===== config.mk =====
export PLATFORM = sky130hd
export DESIGN_NAME = multicycle_controller
export DESIGN_NICKNAME = d
export VERILOG_FILES = /design/src/rtl/multicycle_controller_pkg.sv /design/src/rtl/multicycle_controller_classify.sv /design/src/rtl/multicycle_controller.sv
export SDC_FILE = /design/constraint.sdc
export NUM_CORES = 1
export LEC_CHECK = 0
export ABC_AREA = 1
export CAP_MARGIN = 20
export CELL_PAD_IN_SITES_DETAIL_PLACEMENT = 1
export CELL_PAD_IN_SITES_GLOBAL_PLACEMENT = 1
export CORE_MARGIN = 5
export CORE_UTILIZATION = 29
export DETAILED_ROUTE_END_ITERATION = 10
export PLACE_DENSITY = 0.85
export SLEW_MARGIN = 15
export SYNTH_ARGS = -nofsm -noshare
export SYNTH_HDL_FRONTEND = slang
export SYNTH_SLANG_ARGS = --single-unit

===== constraint.sdc =====
create_clock -name CLK -period 1.6 [get_ports CLK]
set_input_delay 0.32 -clock CLK [delete_from_list [all_inputs] [get_ports CLK]]
set_output_delay 0.32 -clock CLK [all_outputs]
set_load 0.05 [all_outputs]

===== src/rtl/multicycle_controller_pkg.sv =====
// Shared types and constants for the multicycle controller: states, instruction
// classes, immediate/ALU encodings and opcode match patterns.
package multicycle_controller_pkg;

   typedef enum logic [2:0] {
      S_IDLE   = 3'd0,
      S_FETCH  = 3'd1,
      S_DECODE = 3'd2,
      S_EXEC   = 3'd3,
      S_MEM    = 3'd4,
      S_WB     = 3'd5
   } state_t;

   typedef enum logic [2:0] {
      C_ILL = 3'd0,
      C_R   = 3'd1,
      C_I   = 3'd2,
      C_LD  = 3'd3,
      C_ST  = 3'd4,
      C_B   = 3'd5,
      C_CBZ = 3'd6
   } iclass_t;

   localparam logic [1:0] IMM_B  = 2'b00;
   localparam logic [1:0] IMM_CB = 2'b01;
   localparam logic [1:0] IMM_I  = 2'b10;
   localparam logic [1:0] IMM_D  = 2'b11;

   localparam logic [1:0] ALU_ADD = 2'b00;
   localparam logic [1:0] ALU_SUB = 2'b01;
   localparam logic [1:0] ALU_AND = 2'b10;
   localparam logic [1:0] ALU_ORR = 2'b11;

   // Class plus the ALU operation it needs in EXEC, captured together in DECODE.
   typedef struct packed {
      iclass_t    cls;
      logic [1:0] alu_op;
   } decoded_t;

   // A mask bit of 0 marks a don't-care opcode bit.
   localparam logic [10:0] OP_ADD  = 11'b10001011000, MSK_ADD  = 11'b11111111111;
   localparam logic [10:0] OP_SUB  = 11'b11001011000, MSK_SUB  = 11'b11111111111;
   localparam logic [10:0] OP_AND  = 11'b10001010000, MSK_AND  = 11'b11111111111;
   localparam logic [10:0] OP_ORR  = 11'b10101010000, MSK_ORR  = 11'b11111111111;
   localparam logic [10:0] OP_ADDI = 11'b10010001000, MSK_ADDI = 11'b11111111110;
   localparam logic [10:0] OP_SUBI = 11'b11010001000, MSK_SUBI = 11'b11111111110;
   localparam logic [10:0] OP_LD   = 11'b11111000010, MSK_LD   = 11'b11111111111;
   localparam logic [10:0] OP_ST   = 11'b11111000000, MSK_ST   = 11'b11111111111;
   localparam logic [10:0] OP_B    = 11'b00010100000, MSK_B    = 11'b11111100000;
   localparam logic [10:0] OP_CBZ  = 11'b10110100000, MSK_CBZ  = 11'b11111111000;

   function automatic logic op_match(input logic [10:0] op, input logic [10:0] pat,
                                     input logic [10:0] msk);
      return ((op ^ pat) & msk) == 11'd0;
   endfunction

   function automatic logic [1:0] imm_for(input iclass_t cls);
      case (cls)
         C_CBZ:      return IMM_CB;
         C_I:        return IMM_I;
         C_LD, C_ST: return IMM_D;
         default:    return IMM_B;
      endcase
   endfunction

endpackage


===== src/rtl/multicycle_controller_classify.sv =====
// Combinational opcode decoder: maps instruction[31:21] to an instruction class
// and the ALU operation that class uses.
module opcode_classify
   import multicycle_controller_pkg::*;
(
   input  logic [10:0] opcode,
   output decoded_t    dec
);

   always_comb begin
      dec.cls    = C_ILL;
      dec.alu_op = ALU_ADD;
      if (op_match(opcode, OP_ADD, MSK_ADD)) begin
         dec.cls = C_R;
      end else if (op_match(opcode, OP_SUB, MSK_SUB)) begin
         dec.cls    = C_R;
         dec.alu_op = ALU_SUB;
      end else if (op_match(opcode, OP_AND, MSK_AND)) begin
         dec.cls    = C_R;
         dec.alu_op = ALU_AND;
      end else if (op_match(opcode, OP_ORR, MSK_ORR)) begin
         dec.cls    = C_R;
         dec.alu_op = ALU_ORR;
      end else if (op_match(opcode, OP_ADDI, MSK_ADDI)) begin
         dec.cls = C_I;
      end else if (op_match(opcode, OP_SUBI, MSK_SUBI)) begin
         dec.cls    = C_I;
         dec.alu_op = ALU_SUB;
      end else if (op_match(opcode, OP_LD, MSK_LD)) begin
         dec.cls = C_LD;
      end else if (op_match(opcode, OP_ST, MSK_ST)) begin
         dec.cls = C_ST;
      end else if (op_match(opcode, OP_B, MSK_B)) begin
         dec.cls = C_B;
      end else if (op_match(opcode, OP_CBZ, MSK_CBZ)) begin
         dec.cls = C_CBZ;
      end
   end

endmodule


===== src/rtl/multicycle_controller.sv =====
// Multicycle datapath controller: IDLE/FETCH/DECODE/EXEC/MEM/WB FSM with a
// memory wait watchdog. Memory handshake: mem_req is held for the whole FETCH or
// MEM state; a cycle with mem_req=1 and mem_ready=1 completes the access.
module multicycle_controller
   import multicycle_controller_pkg::*;
#(
   parameter int TIMEOUT = 15
) (
   input  logic        CLK,
   input  logic        resetl,
   input  logic [10:0] opcode,
   input  logic        zero,
   input  logic        mem_ready,
   output logic        ir_we,
   output logic        pc_we,
   output logic        pc_src,
   output logic [1:0]  imm_sel,
   output logic        alu_src,
   output logic [1:0]  alu_op,
   output logic        mem_req,
   output logic        mem_we,
   output logic        reg_we,
   output logic        wb_sel,
   output logic        illegal,
   output logic        timeout,
   output logic [2:0]  state
);

   localparam int             CW        = $clog2(TIMEOUT + 1);
   localparam logic [CW-1:0]  LAST_WAIT = CW'(TIMEOUT - 1);

   state_t          state_q, state_d;
   decoded_t        dec, dec_q;
   iclass_t         cls_now;
   logic [CW-1:0]   wait_cnt;
   logic            waiting, abort;
   logic            illegal_q, timeout_q;

   opcode_classify u_classify (
      .opcode (opcode),
      .dec    (dec)
   );

   assign waiting = (state_q == S_FETCH || state_q == S_MEM) && !mem_ready;
   // The wait that would make the count reach TIMEOUT aborts; mem_ready wins over it.
   assign abort   = waiting && (wait_cnt == LAST_WAIT);

   always_ff @(posedge CLK or negedge resetl) begin
      if (!resetl) begin
         state_q   <= S_IDLE;
         dec_q     <= '{cls: C_ILL, alu_op: ALU_ADD};
         wait_cnt  <= '0;
         illegal_q <= 1'b0;
         timeout_q <= 1'b0;
      end else begin
         state_q   <= state_d;
         if (state_q == S_DECODE) dec_q <= dec;
         wait_cnt  <= (waiting && !abort) ? wait_cnt + CW'(1) : '0;
         illegal_q <= (state_q == S_DECODE) && (dec.cls == C_ILL);
         timeout_q <= abort;
      end
   end

   always_comb begin
      state_d = state_q;
      case (state_q)
         S_IDLE:   state_d = S_FETCH;
         S_FETCH:  if (mem_ready) state_d = S_DECODE;
         S_DECODE: state_d = (dec.cls == C_ILL) ? S_FETCH : S_EXEC;
         S_EXEC: begin
            case (dec_q.cls)
               C_R, C_I:   state_d = S_WB;
               C_LD, C_ST: state_d = S_MEM;
               default:    state_d = S_FETCH;
            endcase
         end
         S_MEM: begin
            if (mem_ready)  state_d = (dec_q.cls == C_LD) ? S_WB : S_FETCH;
            else if (abort) state_d = S_FETCH;
         end
         S_WB:     state_d = S_FETCH;
         default:  state_d = S_IDLE;
      endcase
   end

   // DECODE classifies the instruction register live; later states use the captured class.
   assign cls_now = (state_q == S_DECODE) ? dec.cls : dec_q.cls;

   always_comb begin
      ir_we   = 1'b0;
      pc_we   = 1'b0;
      pc_src  = 1'b0;
      imm_sel = IMM_B;
      alu_src = 1'b0;
      alu_op  = ALU_ADD;
      mem_req = 1'b0;
      mem_we  = 1'b0;
      reg_we  = 1'b0;
      wb_sel  = 1'b0;
      case (state_q)
         S_FETCH: begin
            mem_req = 1'b1;
            ir_we   = mem_ready;
            pc_we   = mem_ready;
         end
         S_DECODE: imm_sel = imm_for(cls_now);
         S_EXEC: begin
            imm_sel = imm_for(cls_now);
            alu_src = (cls_now == C_I) || (cls_now == C_LD) || (cls_now == C_ST);
            alu_op  = dec_q.alu_op;
            if (cls_now == C_B) begin
               pc_we  = 1'b1;
               pc_src = 1'b1;
            end else if (cls_now == C_CBZ) begin
               pc_we  = zero;
               pc_src = zero;
            end
         end
         S_MEM: begin
            imm_sel = imm_for(cls_now);
            mem_req = 1'b1;
            mem_we  = (cls_now == C_ST);
         end
         S_WB: begin
            imm_sel = imm_for(cls_now);
            reg_we  = 1'b1;
            wb_sel  = (cls_now == C_LD);
         end
         default: ;
      endcase
   end

   assign illegal = illegal_q;
   assign timeout = timeout_q;
   assign state   = state_q;

endmodule


# Word level (Yosys, flattened, before mapping)
# Cells that the tools add are included.
[classes] add_sub_neg=1 eq_ne=17 n_mux=35 bitwise_logic=10 reduce_logical=28
[op_table] cell="$logic_not 11->1" n=10
[op_table] cell="$mux 3" n=12
[op_table] cell="$eq 3x2->1 const B" n=6
[op_table] cell="$eq 3x3->1 const B" n=6
[op_table] cell="$not 4->4" n=4
[op_table] cell="$mux 5" n=3
[op_table] cell="$pmux 3 s5" n=1
[op_table] cell="$mux 1" n=10
[op_table] cell="$mux 2" n=5
[op_table] cell="$not 5->5" n=2
[op_table] cell="$reduce_or 2->1" n=5
[op_table] cell="$eq 3x1->1 const B" n=2
[op_table] cell="$logic_not 3->1" n=2
[op_table] cell="$not 3->3" n=2
[op_table] cell="$not 6->6" n=1
[op_table] cell="$pmux 2 s3" n=1
[op_table] cell="$pmux 3 s2" n=1
[op_table] cell="$add 4x1->4 const B" n=1
[op_table] cell="$eq 4x4->1 const B" n=1
[op_table] cell="$logic_and 1x1->1" n=4
[op_table] cell="$mux 4" n=1
[op_table] cell="$reduce_or 4->1" n=1
[op_table] cell="$logic_or 1x1->1" n=3
[op_table] cell="$ne 3x3->1 const B" n=1
[op_table] cell="other kinds (5)" n=6
[word_totals] reg_bits=14 out_inout_bits=17

# Logic depth before layout (Yosys ltp)
[depth] word_depth=17 ltp_mapped=11

# Hierarchy
# Synthesis repeated with hierarchy kept, for this count alone.
[unflattened] hier_cells=172 area_unflattened_um2=1148.6
[modules_own_cells] mod="multicycle_controller" n_inst=1 cells_per_inst=111 area_each_um2=880.8 seq_area_each_um2=350.3
[modules_own_cells] mod="opcode_classify" n_inst=1 cells_per_inst=61 area_each_um2=267.8 seq_area_each_um2=0.0

# Worst setup path after synthesis
# Ideal clock, no wire load.
[synth_timing] path_type="register -> output" start="register state_q[1] (netlist: state[1])" end="output alu_src" t_arrival_ps=2228 required_ps=1280 setup_slack_ps=-948 stages_incl_launch_ff=9 path_cell_list="dfrtp_1 > inv_2 > nor3_4 > inv_4 > nand2_4 > nand2_4 > nor2_4 > inv_2 > a21oi_1"
[synth_via] elab_chain_cells=6 word_cells_on_any_way=9
[synth_rtl] element="start, declared" line_no="multicycle_controller.sv:32" source="state_t state_q, state_d;"
[synth_rtl] element="start signal, assigned" line_no="multicycle_controller.sv:56" source="state_q <= state_d;"
[synth_rtl] element="$eq 3x2->1" line_no="multicycle_controller.sv:87" source="assign cls_now = (state_q == S_DECODE) ? dec.cls : dec_q.cls;"
[synth_rtl] element="$mux 3" line_no="multicycle_controller.sv:87"
[synth_rtl] element="$eq 3x2->1" line_no="multicycle_controller.sv:109" source="alu_src = (cls_now == C_I) || (cls_now == C_LD) || (cls_now == C_ST);"
[synth_rtl] element="$logic_or 1x1->1 (2 in series)" line_no="multicycle_controller.sv:109"
[synth_rtl] element="$mux 1 (*)" line_no="multicycle_controller.sv:100" source="case (state_q)"
[synth_rtl] element="end, declared" line_no="multicycle_controller.sv:18" source="output logic alu_src,"
# Mark *: on every way between the ends. The rest lies on a longest branch, timed or not.

# Final worst setup path
[layout_timing] start="register state_q[2] (netlist: state[2])" end="output pc_we"
[layout_via] elab_chain_cells=6 word_cells_on_any_way=9
[layout_rtl] element="$eq 3x2->1" line_no="multicycle_controller.sv:87"
[layout_rtl] element="$mux 3" line_no="multicycle_controller.sv:87"
[layout_rtl] element="$eq 3x3->1" line_no="multicycle_controller.sv:114" source="end else if (cls_now == C_CBZ) begin"
[layout_rtl] element="$mux 1" line_no="multicycle_controller.sv:114"
[layout_rtl] element="$mux 1" line_no="multicycle_controller.sv:111" source="if (cls_now == C_B) begin"
[layout_rtl] element="$pmux 1 s2 (*)" line_no="multicycle_controller.sv:100"
[layout_rtl] element="end, declared" line_no="multicycle_controller.sv:15" source="output logic pc_we,"
# Marks and branches as above.

==> results.md <==
* Clk slew on worst S/H paths at 0.06 ns
* Outcome: complete, but fails checks
* Via-per-instance ratio at 4.875
* Finished Core Util at 0.6051
* Setup crit end kind: output pin
* Critical path's top delay family: simple AND/OR/NAND/NOR gates
* Slowest stage cell, crit path: dfrtp_2
* DP Area at 1957 um^2
* IO buf count at 31
* Ys flop type: dfrtp_1
* TritonCTS Buffers at 3
* HPWL reported at the end of detailed placement at 3428 um
* Pin count of the biggest net entering global routing at 15
* Violated checks: setup timing
* DRT Pass-1 Iters at 5
* Synth area leaders: dfrtp_1 31%, nand2_1 12%, inv_1 11%
* Area delta synth->final at 98.34%
* Period utilisation layout at 1.354
* Setup crit start kind: flip-flop
* Share of layout cells above drive strength 1 at 0.5668
* PwrDens at 1432 nW/um^2
* Fin. max-slew vios at 0
* Mapped Avg Cell Area at 6.591 um^2
* Worst slew pin tran at 0.2800 ns
* Fill cells at 442
* Diodes inserted at 0
* Max-slew headroom at 0.8127
* Non-Filler Instances at 295
* Die Ht at 72.52 um
* First-pass GRT wire length at 7831 um
* Top cell by count, worst path: buf_12
* Hold slack at 0.3932 ns
* Total Routing Usage GR at 0.1923
* CP Buf/Inv Count at 3
* Cell Area, Synth at 1134 um^2
* Max Buffers Root-to-Sink at 2
* Setup violators final at 20
* CP arrival at 1.85 ns
* Final hold viol count at 0
* Skew final at 0.001887 ns
* I/O pin cnt at 32
* Vias in the first global route at 1604
* Cells along the critical path: nor3_4 -> buf_12 -> nand4_1 -> buf_4 -> nand3_2 -> nand3_4 -> nand2_4 -> buf_12
* Drc violations at 0
* Tmin final at 2.166 ns
* Synthesis Warnings at 0
* Initial Utilization at 0.3051
* Initial antenna violation count at 0
* Synth async-reset ratio at 1.000
* Crit-path max cell delay at 0.43 ns
* Total grt overflow at 0
* Die Wd at 72.52 um
* DR WL/cell at 17.20 um
* Total Die Area at 5259 um^2
* Max Fclk at 0.4617 GHz
* Synth top cells by count: 36 x nand2_1, 32 x inv_1, 30 x nor2_1
* Pleak at 1.032 nW
* Worst EP required at 1.28 ns
* Vias at 1438
* RSZ-0062 raised after global routing: yes
* Synthesis-stage register bit count at 14
* Worst min-delay path class: input pin to async pin
* Final WS setup at -0.5660 ns
* Final setup TNS at -6.077 ns
* Cell with the most instances after synthesis: nand2_1
* CP max FO at 7
* Unique masters post-synth at 28
* Design area at 2248 um^2
* Worst-Skew Late Latency at 0.24 ns
* Dpl cells at 275
* Crit path kind: flip-flop to output pin
* GPL Wtd Cong at 0.8120
* Area leader, netlist: dfrtp_1
* Clk sinks at 14
* Max cap viols at 0
* FP Rows at 22
* Synth Instances at 172
* Initial DRC count at 32
* Synthesized Nets at 190
* Post-DRT Antenna Nets at 0
* Max IR drop VDD at 0.6230 mV
* Seq/Total Area, Yosys at 0.3091
* Yosys top cell area share at 0.3091
* Root Buffer: clkbuf_8
* Final WL at 5074 um
* CTS tree: done
* Nets at 266
* Post-synth EDFFs at 0
* Setup WS pre-CTS at -0.8238 ns
* CTS Hold Buffers Added at 0
* Final Power at 3.220 mW
* Core area at 3716 um^2
* H-tree levels at 1
[worst register-to-register path: stages, from the launching register on]
cell	delay [ns]
dfrtp_2	0.39
buf_4	0.19
clkinvlp_4	0.17
buf_4	0.17
nor2_4	0.12
nand2_4	0.09
nand2_4	0.09
nand2_1	0.11
nor2_2	0.13
nor2_1	0.07
nand2_1	0.09
o22ai_1	0.08
[routing by layer]
metal	vias up	share of wire	track usage
met3	12	0.033	0.01801
met1	702	0.41	0.2350
met4	0	0.024	0.05943
li1	685	-	-
met5	-	0	0
met2	39	0.53	0.3517
[cell families after synthesis]
logic type / after synthesis / synth area share
AO/OA/AOI/OAI: 17 / 0.08500
XOR/XNOR: 2 / 0.01546
adder cells (fa/ha/maj): 3 / 0.03312
buffers and inverters: 37 / 0.1247
flip-flops: 14 / 0.3091
AND/OR/NAND/NOR: 99 / 0.4327
[where the power goes]
group | internal, mW | switching, mW | leakage, nW
sequential | 0.442 | 0.0820 | 0.185
clock | 0.218 | 0.130 | 0.0288
combinational | 0.990 | 1.36 | 0.819
total | 1.65 | 1.57 | 1.03
[worst paths after layout]
check	start	end	slack (ns)	depth (start not counted)
setup / recovery	state[2]	pc_we	-0.57	8
hold / removal	resetl	state[2]	0.39	2
setup reg to reg	state[2]	state[0]	-0.24	11
hold reg to reg	dec_q[1]	dec_q[1]	0.51	2
max in group asynchronous	resetl	state[1]	1.02	2
min in group CLK	dec_q[1]	dec_q[1]	0.51	2
[layout by cell type, fill, tap and decap left out, drive strengths merged, types with 3 or more instances in the layout]
cell type      instances
a21oi                  8
buf                   60
clkbuf                 9
clkdlybuf4s15          3
clkdlybuf4s50          3
clkinvlp               3
dfrtp                 14
ha                     3
inv                   33
nand2                 42
nand3                 11
nand4                  4
nor2                  36
nor3                   4
o21ai                  4
[flip-flops by register name, summed over array words and instances, names as in the netlist]
name / cells
dec_q: 5
illegal: 1
state: 3
timeout: 1
wait_cnt: 4
[cell type report]
class                           count  area [um^2]  area share
Multi-Input combinational cell    121        892.1      0.3968
Inverter                           37        155.1     0.06900
Sequential cell                    14        354.1      0.1575
Timing Repair Buffer               71        732.0      0.3255
Tap cell                           48        60.06     0.02671
Clock buffer                        4        55.05     0.02449
[repair_timing]
action                                  4_1_cts  5_1_grt
gates resized for setup                      49       31
endpoints found under the setup margin       22       20
buffers inserted                              9        7
pin swaps                                    27       20
(Power assumes the default switching activity.)
